### src/rtl/load_extend_ctrl_pkg.sv
// Shared definitions for the sub-word load sequencer: load-type codes,
// FSM state enum, wait-counter width and request legality helpers.
// Optional feature macro: LOAD_SIGNED_EN (makes LB/LH legal).
package load_pkg;

  localparam logic [2:0] LB  = 3'b000;
  localparam logic [2:0] LH  = 3'b001;
  localparam logic [2:0] LW  = 3'b010;
  localparam logic [2:0] LBU = 3'b100;
  localparam logic [2:0] LHU = 3'b101;

  localparam int CNT_W = 8;

  typedef enum logic [1:0] {
    IDLE = 2'd0,
    MEM  = 2'd1,
    RESP = 2'd2
  } state_t;

  // True when the load type code is implemented in this build.
  function automatic logic type_legal(input logic [2:0] ltype);
    logic ok;
    ok = (ltype == LW) || (ltype == LBU) || (ltype == LHU);
`ifdef LOAD_SIGNED_EN
    ok = ok || (ltype == LB) || (ltype == LH);
`endif
    return ok;
  endfunction

  // Halfwords need an even address, words a 4-byte aligned address.
  function automatic logic misaligned(input logic [2:0] ltype, input logic [1:0] lane);
    logic bad;
    bad = 1'b0;
    if ((ltype == LH) || (ltype == LHU)) bad = lane[0];
    if (ltype == LW) bad = (lane != 2'b00);
    return bad;
  endfunction

endpackage

### src/rtl/load_extend_ctrl_if.sv
// Bundle of the request, data-memory and response channels of the load
// sequencer. slave is the controller's view, master the environment's.
interface load_extend_ctrl_if;

  logic        req_valid;
  logic        req_ready;
  logic [31:0] req_addr;
  logic [2:0]  req_type;

  logic        mem_rd_en;
  logic [31:0] mem_addr;
  logic        mem_ack;
  logic [31:0] mem_rdata;

  logic        rsp_valid;
  logic        rsp_ready;
  logic [31:0] rsp_data;
  logic        rsp_err;

  modport slave (
    input  req_valid, req_addr, req_type, mem_ack, mem_rdata, rsp_ready,
    output req_ready, mem_rd_en, mem_addr, rsp_valid, rsp_data, rsp_err
  );

  modport master (
    output req_valid, req_addr, req_type, mem_ack, mem_rdata, rsp_ready,
    input  req_ready, mem_rd_en, mem_addr, rsp_valid, rsp_data, rsp_err
  );

endinterface

### src/rtl/load_extend_ctrl_lane_extend.sv
// Combinational lane select and zero/sign extension of a little-endian
// read word. Sign-extending types exist only when LOAD_SIGNED_EN is defined.
module lane_extend
  import load_pkg::*;
(
  input  logic [31:0] rdata,
  input  logic [1:0]  lane,
  input  logic [2:0]  ltype,
  output logic [31:0] ext
);

  logic [7:0]  byte_sel;
  logic [15:0] half_sel;

  // Pick the addressed byte and halfword lanes.
  always_comb begin
    byte_sel = rdata[7:0];
    case (lane)
      2'd0: byte_sel = rdata[7:0];
      2'd1: byte_sel = rdata[15:8];
      2'd2: byte_sel = rdata[23:16];
      2'd3: byte_sel = rdata[31:24];
      default: byte_sel = rdata[7:0];
    endcase
    half_sel = lane[1] ? rdata[31:16] : rdata[15:0];
  end

  // Widen the selected lane according to the load type.
  always_comb begin
    ext = '0;
    case (ltype)
      LBU: ext = {24'd0, byte_sel};
      LHU: ext = {16'd0, half_sel};
      LW:  ext = rdata;
`ifdef LOAD_SIGNED_EN
      LB:  ext = {{24{byte_sel[7]}}, byte_sel};
      LH:  ext = {{16{half_sel[15]}}, half_sel};
`endif
      default: ext = '0;
    endcase
  end

endmodule

### src/rtl/load_extend_ctrl.sv
// Sub-word load sequencer: accepts a load request, performs one aligned
// read on the data memory port with a wait timeout, extends the addressed
// lane and returns it on a valid/ready response channel.
// Optional feature macro: LOAD_SIGNED_EN (signed LB/LH loads).
//
// state | meaning
// IDLE  | ready for a request; checks legality and alignment on accept
// MEM   | read request held on the memory port, waiting for mem_ack
// RESP  | response held on rsp_* until the consumer takes it
module load_extend_ctrl
  import load_pkg::*;
#(
  parameter int TIMEOUT_CYCLES = 255
) (
  input logic clk,
  input logic rst_n,
  load_extend_ctrl_if.slave bus
);

  state_t           state_q, state_d;
  logic [2:0]       type_q, type_d;
  logic [1:0]       lane_q, lane_d;
  logic [31:0]      addr_q, addr_d;
  logic [CNT_W-1:0] cnt_q, cnt_d;
  logic             rd_en_q, rd_en_d;
  logic             rsp_valid_q, rsp_valid_d;
  logic [31:0]      data_q, data_d;
  logic             err_q, err_d;
  logic [31:0]      ext_val;

  lane_extend u_lane_extend (
    .rdata (bus.mem_rdata),
    .lane  (lane_q),
    .ltype (type_q),
    .ext   (ext_val)
  );

  // Next-state and next-output computation; every register holds by default.
  always_comb begin
    state_d     = state_q;
    type_d      = type_q;
    lane_d      = lane_q;
    addr_d      = addr_q;
    cnt_d       = cnt_q;
    rd_en_d     = rd_en_q;
    rsp_valid_d = rsp_valid_q;
    data_d      = data_q;
    err_d       = err_q;
    case (state_q)
      IDLE: begin
        if (bus.req_valid) begin
          type_d = bus.req_type;
          lane_d = bus.req_addr[1:0];
          addr_d = {bus.req_addr[31:2], 2'b00};
          if (!type_legal(bus.req_type) || misaligned(bus.req_type, bus.req_addr[1:0])) begin
            state_d     = RESP;
            rsp_valid_d = 1'b1;
            data_d      = '0;
            err_d       = 1'b1;
          end else begin
            state_d = MEM;
            rd_en_d = 1'b1;
            cnt_d   = '0;
          end
        end
      end
      MEM: begin
        // An ack on the final wait cycle still delivers data.
        if (bus.mem_ack) begin
          state_d     = RESP;
          rd_en_d     = 1'b0;
          rsp_valid_d = 1'b1;
          data_d      = ext_val;
          err_d       = 1'b0;
        end else if (cnt_q == CNT_W'(TIMEOUT_CYCLES - 1)) begin
          state_d     = RESP;
          rd_en_d     = 1'b0;
          rsp_valid_d = 1'b1;
          data_d      = '0;
          err_d       = 1'b1;
        end else begin
          cnt_d = cnt_q + 1'b1;
        end
      end
      RESP: begin
        if (bus.rsp_ready) begin
          state_d     = IDLE;
          rsp_valid_d = 1'b0;
        end
      end
      default: begin
        state_d     = IDLE;
        rd_en_d     = 1'b0;
        rsp_valid_d = 1'b0;
      end
    endcase
  end

  // State and output registers with synchronous active-low reset.
  always_ff @(posedge clk) begin
    if (!rst_n) begin
      state_q     <= IDLE;
      type_q      <= '0;
      lane_q      <= '0;
      addr_q      <= '0;
      cnt_q       <= '0;
      rd_en_q     <= 1'b0;
      rsp_valid_q <= 1'b0;
      data_q      <= '0;
      err_q       <= 1'b0;
    end else begin
      state_q     <= state_d;
      type_q      <= type_d;
      lane_q      <= lane_d;
      addr_q      <= addr_d;
      cnt_q       <= cnt_d;
      rd_en_q     <= rd_en_d;
      rsp_valid_q <= rsp_valid_d;
      data_q      <= data_d;
      err_q       <= err_d;
    end
  end

  assign bus.req_ready = (state_q == IDLE);
  assign bus.mem_rd_en = rd_en_q;
  assign bus.mem_addr  = addr_q;
  assign bus.rsp_valid = rsp_valid_q;
  assign bus.rsp_data  = data_q;
  assign bus.rsp_err   = err_q;

endmodule
### src/flat_wrapper.sv
// flat-port wrapper written by rule: the top's interface ports become plain ports
module load_extend_ctrl_flat import load_pkg::*;
#(
  parameter int TIMEOUT_CYCLES = 255
)
  (clk, rst_n, bus_req_valid, bus_req_addr, bus_req_type, bus_mem_ack, bus_mem_rdata, bus_rsp_ready, bus_req_ready, bus_mem_rd_en, bus_mem_addr, bus_rsp_valid, bus_rsp_data, bus_rsp_err);
  load_extend_ctrl_if bus_i ();
  input logic clk;
  input logic rst_n;
  input wire logic [$bits(bus_i.req_valid)-1:0] bus_req_valid;
  input wire logic [$bits(bus_i.req_addr)-1:0] bus_req_addr;
  input wire logic [$bits(bus_i.req_type)-1:0] bus_req_type;
  input wire logic [$bits(bus_i.mem_ack)-1:0] bus_mem_ack;
  input wire logic [$bits(bus_i.mem_rdata)-1:0] bus_mem_rdata;
  input wire logic [$bits(bus_i.rsp_ready)-1:0] bus_rsp_ready;
  output wire logic [$bits(bus_i.req_ready)-1:0] bus_req_ready;
  output wire logic [$bits(bus_i.mem_rd_en)-1:0] bus_mem_rd_en;
  output wire logic [$bits(bus_i.mem_addr)-1:0] bus_mem_addr;
  output wire logic [$bits(bus_i.rsp_valid)-1:0] bus_rsp_valid;
  output wire logic [$bits(bus_i.rsp_data)-1:0] bus_rsp_data;
  output wire logic [$bits(bus_i.rsp_err)-1:0] bus_rsp_err;
  assign bus_i.req_valid = bus_req_valid;
  assign bus_i.req_addr = bus_req_addr;
  assign bus_i.req_type = bus_req_type;
  assign bus_i.mem_ack = bus_mem_ack;
  assign bus_i.mem_rdata = bus_mem_rdata;
  assign bus_i.rsp_ready = bus_rsp_ready;
  assign bus_req_ready = bus_i.req_ready;
  assign bus_mem_rd_en = bus_i.mem_rd_en;
  assign bus_mem_addr = bus_i.mem_addr;
  assign bus_rsp_valid = bus_i.rsp_valid;
  assign bus_rsp_data = bus_i.rsp_data;
  assign bus_rsp_err = bus_i.rsp_err;
  load_extend_ctrl #(.TIMEOUT_CYCLES(TIMEOUT_CYCLES)) u_core (.clk(clk), .rst_n(rst_n), .bus(bus_i));
endmodule
### config.mk
export PLATFORM = sky130hd
export DESIGN_NAME = load_extend_ctrl_flat
export DESIGN_NICKNAME = d
export VERILOG_FILES = /design/src/rtl/load_extend_ctrl_pkg.sv /design/src/rtl/load_extend_ctrl_if.sv /design/src/rtl/load_extend_ctrl_lane_extend.sv /design/src/rtl/load_extend_ctrl.sv /design/src/flat_wrapper.sv
export SDC_FILE = /design/constraint.sdc
export NUM_CORES = 1
export LEC_CHECK = 0
export CAP_MARGIN = 20
export CORE_MARGIN = 8
export CORE_UTILIZATION = 42
export DETAILED_ROUTE_END_ITERATION = 8
export PLACE_DENSITY_LB_ADDON = 0.15
export SYNTH_ARGS = -nofsm -noshare
export SYNTH_HDL_FRONTEND = slang
export SYNTH_SLANG_ARGS = --single-unit
### constraint.sdc
create_clock -name clk -period 2.06 [get_ports clk]
set_input_delay 0.412 -clock clk [delete_from_list [all_inputs] [get_ports clk]]
set_output_delay 0.412 -clock clk [all_outputs]
set_load 0.01 [all_outputs]
==> results of run 1 <==
[layer usage]
layer | vias up | GRT usage [%] | wire length [um]
met3 | 8 | 7.92 | 993
met2 | 105 | 27.5 | 4300
met5 | - | 0 | 0
met4 | 0 | 5.50 | 97
met1 | 1465 | 20.9 | 4350
li1 | 1600 | - | -
[worst reg2reg max path, stage by stage (launching register included)]
cell and delay (ps):
dfxtp_1 400, ha_1 180, nand4_1 110, o21ai_1 400, o21a_1 370, nor2_1 90
a211oi_1 220
[sequential cells by signal, summed over array words and instances (netlist names)]
register              count
u_core.bus.rsp_data      32
u_core.bus.mem_addr      30
u_core.cnt_q              8
u_core.type_q             3
u_core.lane_q             2
u_core.state_q            2
u_core.bus.mem_rd_en      1
u_core.bus.rsp_err        1
u_core.bus.rsp_valid      1
[cells in the mapped netlist (3+ instances only)]
| master | number |
|---|---|
| nand2_1 | 85 |
| dfxtp_1 | 80 |
| a21oi_1 | 45 |
| a22o_1 | 17 |
| a22oi_1 | 16 |
| o2bb2ai_1 | 16 |
| nor2_1 | 14 |
| buf_2 | 9 |
| o21ai_0 | 9 |
| clkbuf_1 | 8 |
| mux2i_1 | 8 |
| mux2_2 | 7 |
| nor2b_1 | 6 |
| buf_4 | 4 |
| nand3_1 | 4 |
| o21ai_1 | 4 |
| inv_1 | 3 |
| nor3_1 | 3 |
[power groups by stage]
stage | Sequential (mW) | Clock [mW] | Combinational, mW
after floorplan | 1.69 | 0 | 0.248
after global placement | 1.67 | 0 | 0.588
after CTS | 1.64 | 1.44 | 0.599
after global routing | 1.65 | 1.51 | 0.648
after detailed placement | 1.67 | 0 | 0.594
final | 1.64 | 1.41 | 0.592
[per-stage QoR]
stage	cells	hold slack (ps)
after global placement	605	441
after detailed placement	605	445
final	621	456
after global routing	621	479
after floorplan	373	432
after CTS	621	457
[layout make-up]
type	instances	share of cell area, %
repair buffers	155	30.1
flip-flops and latches	80	31.5
multi-input cells	263	30.7
well taps	102	2.51
inverters	5	0.369
clock inverters	5	2.04
clock buffers	11	2.78
[final timing paths]
check                                            from                                  end  slack [ps]  cells past startpoint
setup / recovery       u_core.state_q[1]$_SDFFE_PN0P_                        bus_req_ready         200                      2
hold / removal    u_core.bus.mem_addr[2]$_SDFFE_PN0P_  u_core.bus.mem_addr[2]$_SDFFE_PN0P_         460                      2
setup reg to reg         u_core.cnt_q[1]$_SDFFE_PN0P_         u_core.cnt_q[2]$_SDFFE_PN0P_         220                      6
hold reg to reg   u_core.bus.mem_addr[2]$_SDFFE_PN0P_  u_core.bus.mem_addr[2]$_SDFFE_PN0P_         460                      2
[cell families after synthesis]
group                      share of synthesized area (%)
muxes                                               5.13
DFF                                                 48.3
and+or+nand+nor                                     17.0
other                                              0.113
AOI/OAI and AO/OA                                   24.1
adders and majority gates                          0.755
buffers and inverters                               4.64
==> metrics.txt, run 1 <==
power per cell area 715 mW/mm^2; Final Setup Violations 0; post-layout util 66.2%; via count 3178; GRT overflow 0; diodes inserted 0; EDFF count, synth 0; DRT antenna net count 0; FMAX 538 MHz; switching share of power 23.9%; most common cell after layout, fill and taps aside clkdlybuf4s50_1; cell internal pwr 2.77 mW; I/O Buffers 137; CP max FO 7; Max-Cap Viols 0; Bufs on Longest Clock Path 2; initial antenna violation count 0; DIE AREA 0.0110 sq mm; Fin Clk Skew 10.0 ps; Worst-Margin Slew 588 ps; setup_tns 0 ps; total number of H-tree levels 3; DRT iter0 DRCs 130; largest net degree at the start of global routing 36; area leader, netlist dfxtp_1; WS Path Type reg2out; drt via density 5.12; RSZ-0062 raised after global routing no; number of global-route vias before repair 3249; min-delay worst type reg2reg; register area share after synthesis 48.3%; highest-count cells in the layout ignoring fill and taps clkdlybuf4s50_1 (137), nand2_1 (85), dfxtp_1 (80); Post-CTS Resized 0; syn avg cell area 8.91 sq um; Crit path required time 1650 ps; Routed WL 9.73 mm; #FFs+latches synth 80; Reg area 0.00160 sq mm; Main synth FF type dfxtp_1; Num CTS Buffers 9; Worst Path Arrival 1450 ps; Multi-input gate area 0.00156 sq mm; CP Capture Type output port; maximum VDD drop 0.448 mV; Initial Util 43.1%; GRT Overall Usage 17.5%; TritonCTS clock tree done; Residual DRC 0; placed cell areas 0.00484 sq mm; fill count 644; Sink Count 80; CP delay by family, top buffers and inverters; Mapped Area 0.00332 sq mm; slowest library cell on the worst path clkdlybuf4s50_1; asr flop ratio synth 0%; die width 105 um; min cycle time layout 1860 ps; DR pass1 iterations 4; Cell Chain, Critical Path nor2_1 > clkdlybuf4s50_1; Seq pwr share 45.0%; Synth Warn # 0; fin crit share 90.2%; pre-CTS setup slack -120 ps; Leakage 1.84 nW; Combinational Power Share 16.3%; core area 0.00769 sq mm; CP Launch Type flip-flop; Placer Congestion 0.807; CTS clk-pin slew, worst paths 90 ps; CP bufs+invs 1; Post-DP HPWL 7.44 mm; Die Y 105 um; top post-synthesis cells by area dfxtp_1 (48%), nand2_1 (9.6%), a21oi_1 (6.8%); Net Switching 0.871 mW; Tot Pwr 3.64 mW; status completed; Syn Inst Count 372; worst skew pair latency 340 ps; Post-CTS Hold Fix Bufs 0; setup slack after layout 201 ps; IO Count 140; root buffer cell clkbuf_8; Slew HR 60.6%; CP peak stage delay 560 ps; first-pass GRT wire length 16.0 mm; final-report hold violation count 0; fraction of layout cells with a size suffix above 1 9.06%; Core Rows 32; Unique masters post-synth 44; Final nets 588; Slew Viols, Final 0; Layout area overhead 53.5%; Yosys top cell area share 48.3%; finished layout cell area 0.00509 sq mm; Clock Power Share 38.7%; Post-CTS Setup Bufs 0; WL/cell 15.7 um
(Power assumes the default switching activity.)
==> run 2: changes to the inputs <==
Settings changed: HOLD_SLACK_MARGIN from default to 0.1, SKIP_LAST_GASP from default to 1.
==> results of run 2 <==
Final layout, timing and power as in run 1 (identical DEF).
==> run 3: changes to the inputs <==
Settings changed: CORE_UTILIZATION 42 to 46, CTS_CLUSTER_SIZE from default to 10.
Clock period 2.06 ns to 2.3 ns, I/O delays scaled along.
==> metrics.txt, run 3 (synthesis results as in run 1) <==
TritonCTS clock tree done; CTS clk-pin slew, worst paths 70 ps; Post-CTS Hold Fix Bufs 0; Post-DP HPWL 7.23 mm; Sink Count 80; status completed; Slew Viols, Final 0; CP Capture Type output port; hold endpoint u_core.bus.mem_addr[17]$_SDFFE_PN0P_; max reg flops 32; Seq pwr share 49.5%; setup slack after layout 234 ps; Post-CTS Resized 0; DIE AREA 0.0102 sq mm; Routed WL 9.57 mm; fill count 559; Num CTS Buffers 9; Hold Crit Depth 2; Die Y 101 um; Max-Cap Viols 0; Final nets 583; Layout area overhead 50.1%; post-layout util 70.1%; drt via density 5.19; GRT Overall Usage 18.4%; Residual DRC 0; setup_tns 0 ps; placed cell areas 0.00479 sq mm; Cell Chain, Critical Path nor2_1 > clkdlybuf4s50_1; pre-CTS setup slack 81.7 ps; root buffer cell clkbuf_8; reg2reg path depth 6; Hold Startpoint u_core.bus.mem_addr[17]$_SDFFE_PN0P_; maximum VDD drop 0.479 mV; worst skew pair latency 340 ps; Placer Congestion 0.866; Core Rows 31; die width 101 um; Fin Clk Skew 8.47 ps; CP peak stage delay 620 ps; min cycle time layout 2070 ps; min-delay worst type reg2reg; I/O Buffers 137; reg-to-reg endpoint u_core.cnt_q[2]$_SDFFE_PN0P_; Leakage 1.79 nW; Net Switching 0.738 mW; via count 3175; Worst-Margin Slew 672 ps; WHS 453 ps; Crit path required time 1840 ps; CP bufs+invs 1; R2R setup slack 460 ps; DRT antenna net count 0; core area 0.00710 sq mm; Slew HR 55.1%; Initial Util 46.7%; most common cell after layout, fill and taps aside clkdlybuf4s50_1; final-report hold violation count 0; Post-CTS Setup Bufs 0; WL/cell 15.6 um; total number of H-tree levels 3; finished layout cell area 0.00498 sq mm; CP Launch Type flip-flop; first-pass GRT wire length 14.9 mm; DR pass1 iterations 4; IO Count 140; Clock Power Share 33.4%; Worst Path Arrival 1610 ps; diodes inserted 0; Final Setup Violations 0; WS Path Type reg2out; largest net degree at the start of global routing 36; switching share of power 24.8%; fraction of layout cells with a size suffix above 1 7.99%; CP max FO 7; CP delay by family, top buffers and inverters; power per cell area 597 mW/mm^2; fin crit share 89.8%; FMAX 484 MHz; number of global-route vias before repair 3078; GRT overflow 0; RSZ-0062 raised after global routing no; DRT iter0 DRCs 110; Bufs on Longest Clock Path 2; Reg-to-Reg Start u_core.cnt_q[1]$_SDFFE_PN0P_; highest-count cells in the layout ignoring fill and taps clkdlybuf4s50_1 (137), nand2_1 (85), dfxtp_1 (80); Combinational Power Share 17.1%; cell internal pwr 2.23 mW; slowest library cell on the worst path clkdlybuf4s50_1; initial antenna violation count 0
## run 3: changes by cell type in the layout (fill, tap and decap cells not counted), sizes merged
cell / previous run / this run
buf: 18 / 13
bufinv: 3 / 1
clkinv: 2 / 3
## run 3: area by class of cell
cell class | count | area [sq um] | area share [%]
clock buffers | 11 | 141 | 2.84
clock inverters | 4 | 45.0 | 0.905
inverters | 5 | 18.8 | 0.377
multi-input cells | 263 | 1560 | 31.4
flip-flops and latches | 80 | 1600 | 32.2
well taps | 99 | 124 | 2.49
repair buffers | 150 | 1480 | 29.8
## run 3: metrics by stage
stage	std cells	power, mW
after floorplan	373	1.74
after global placement	597	2.00
after detailed placement	597	2.01
after CTS	612	3.01
after global routing	612	3.11
final	612	2.97
## run 3: worst max-delay path by stage
stage	start	endpoint	slack, ps	cells after the start
3_3_place_gp	bus_req_addr[0]	u_core.bus.rsp_data[18]$_SDFFE_PN0P_	150	7
3_5_place_dp	bus_req_type[0]	u_core.cnt_q[2]$_SDFFE_PN0P_	80	7
6_report	u_core.state_q[1]$_SDFFE_PN0P_	bus_req_ready	230	2
4_1_cts	u_core.state_q[1]$_SDFFE_PN0P_	bus_req_ready	200	2
5_1_grt	u_core.state_q[1]$_SDFFE_PN0P_	bus_req_ready	140	2
2_1_floorplan	u_core.cnt_q[0]$_SDFFE_PN0P_	u_core.bus.rsp_data[10]$_SDFFE_PN0P_	650	8
## run 3: worst register-to-register path, stage by stage (launching register included)
cell and delay (ps):
dfxtp_1 400, ha_1 180, nand4_1 120, o21ai_1 360, o21a_1 380, nor2_1 90
a211oi_1 240
## run 3: layer usage
metal / track usage [%] / part of all wire (%) / vias up
li1: - / - / 1591
met1: 21.4 / 43 / 1452
met2: 28.1 / 44 / 117
met3: 7.80 / 12 / 15
met4: 9.62 / 1.8 / 0
met5: 0 / 0 / -
## run 3: power by group through the flow
stage               sequential (mW)  combinational (mW)  clock, mW
floorplan                      1.51               0.222          0
finish                         1.47               0.508      0.991
global route                   1.48               0.555       1.07
CTS                            1.47               0.512       1.02
global placement               1.50               0.503          0
detailed placement             1.50               0.508          0
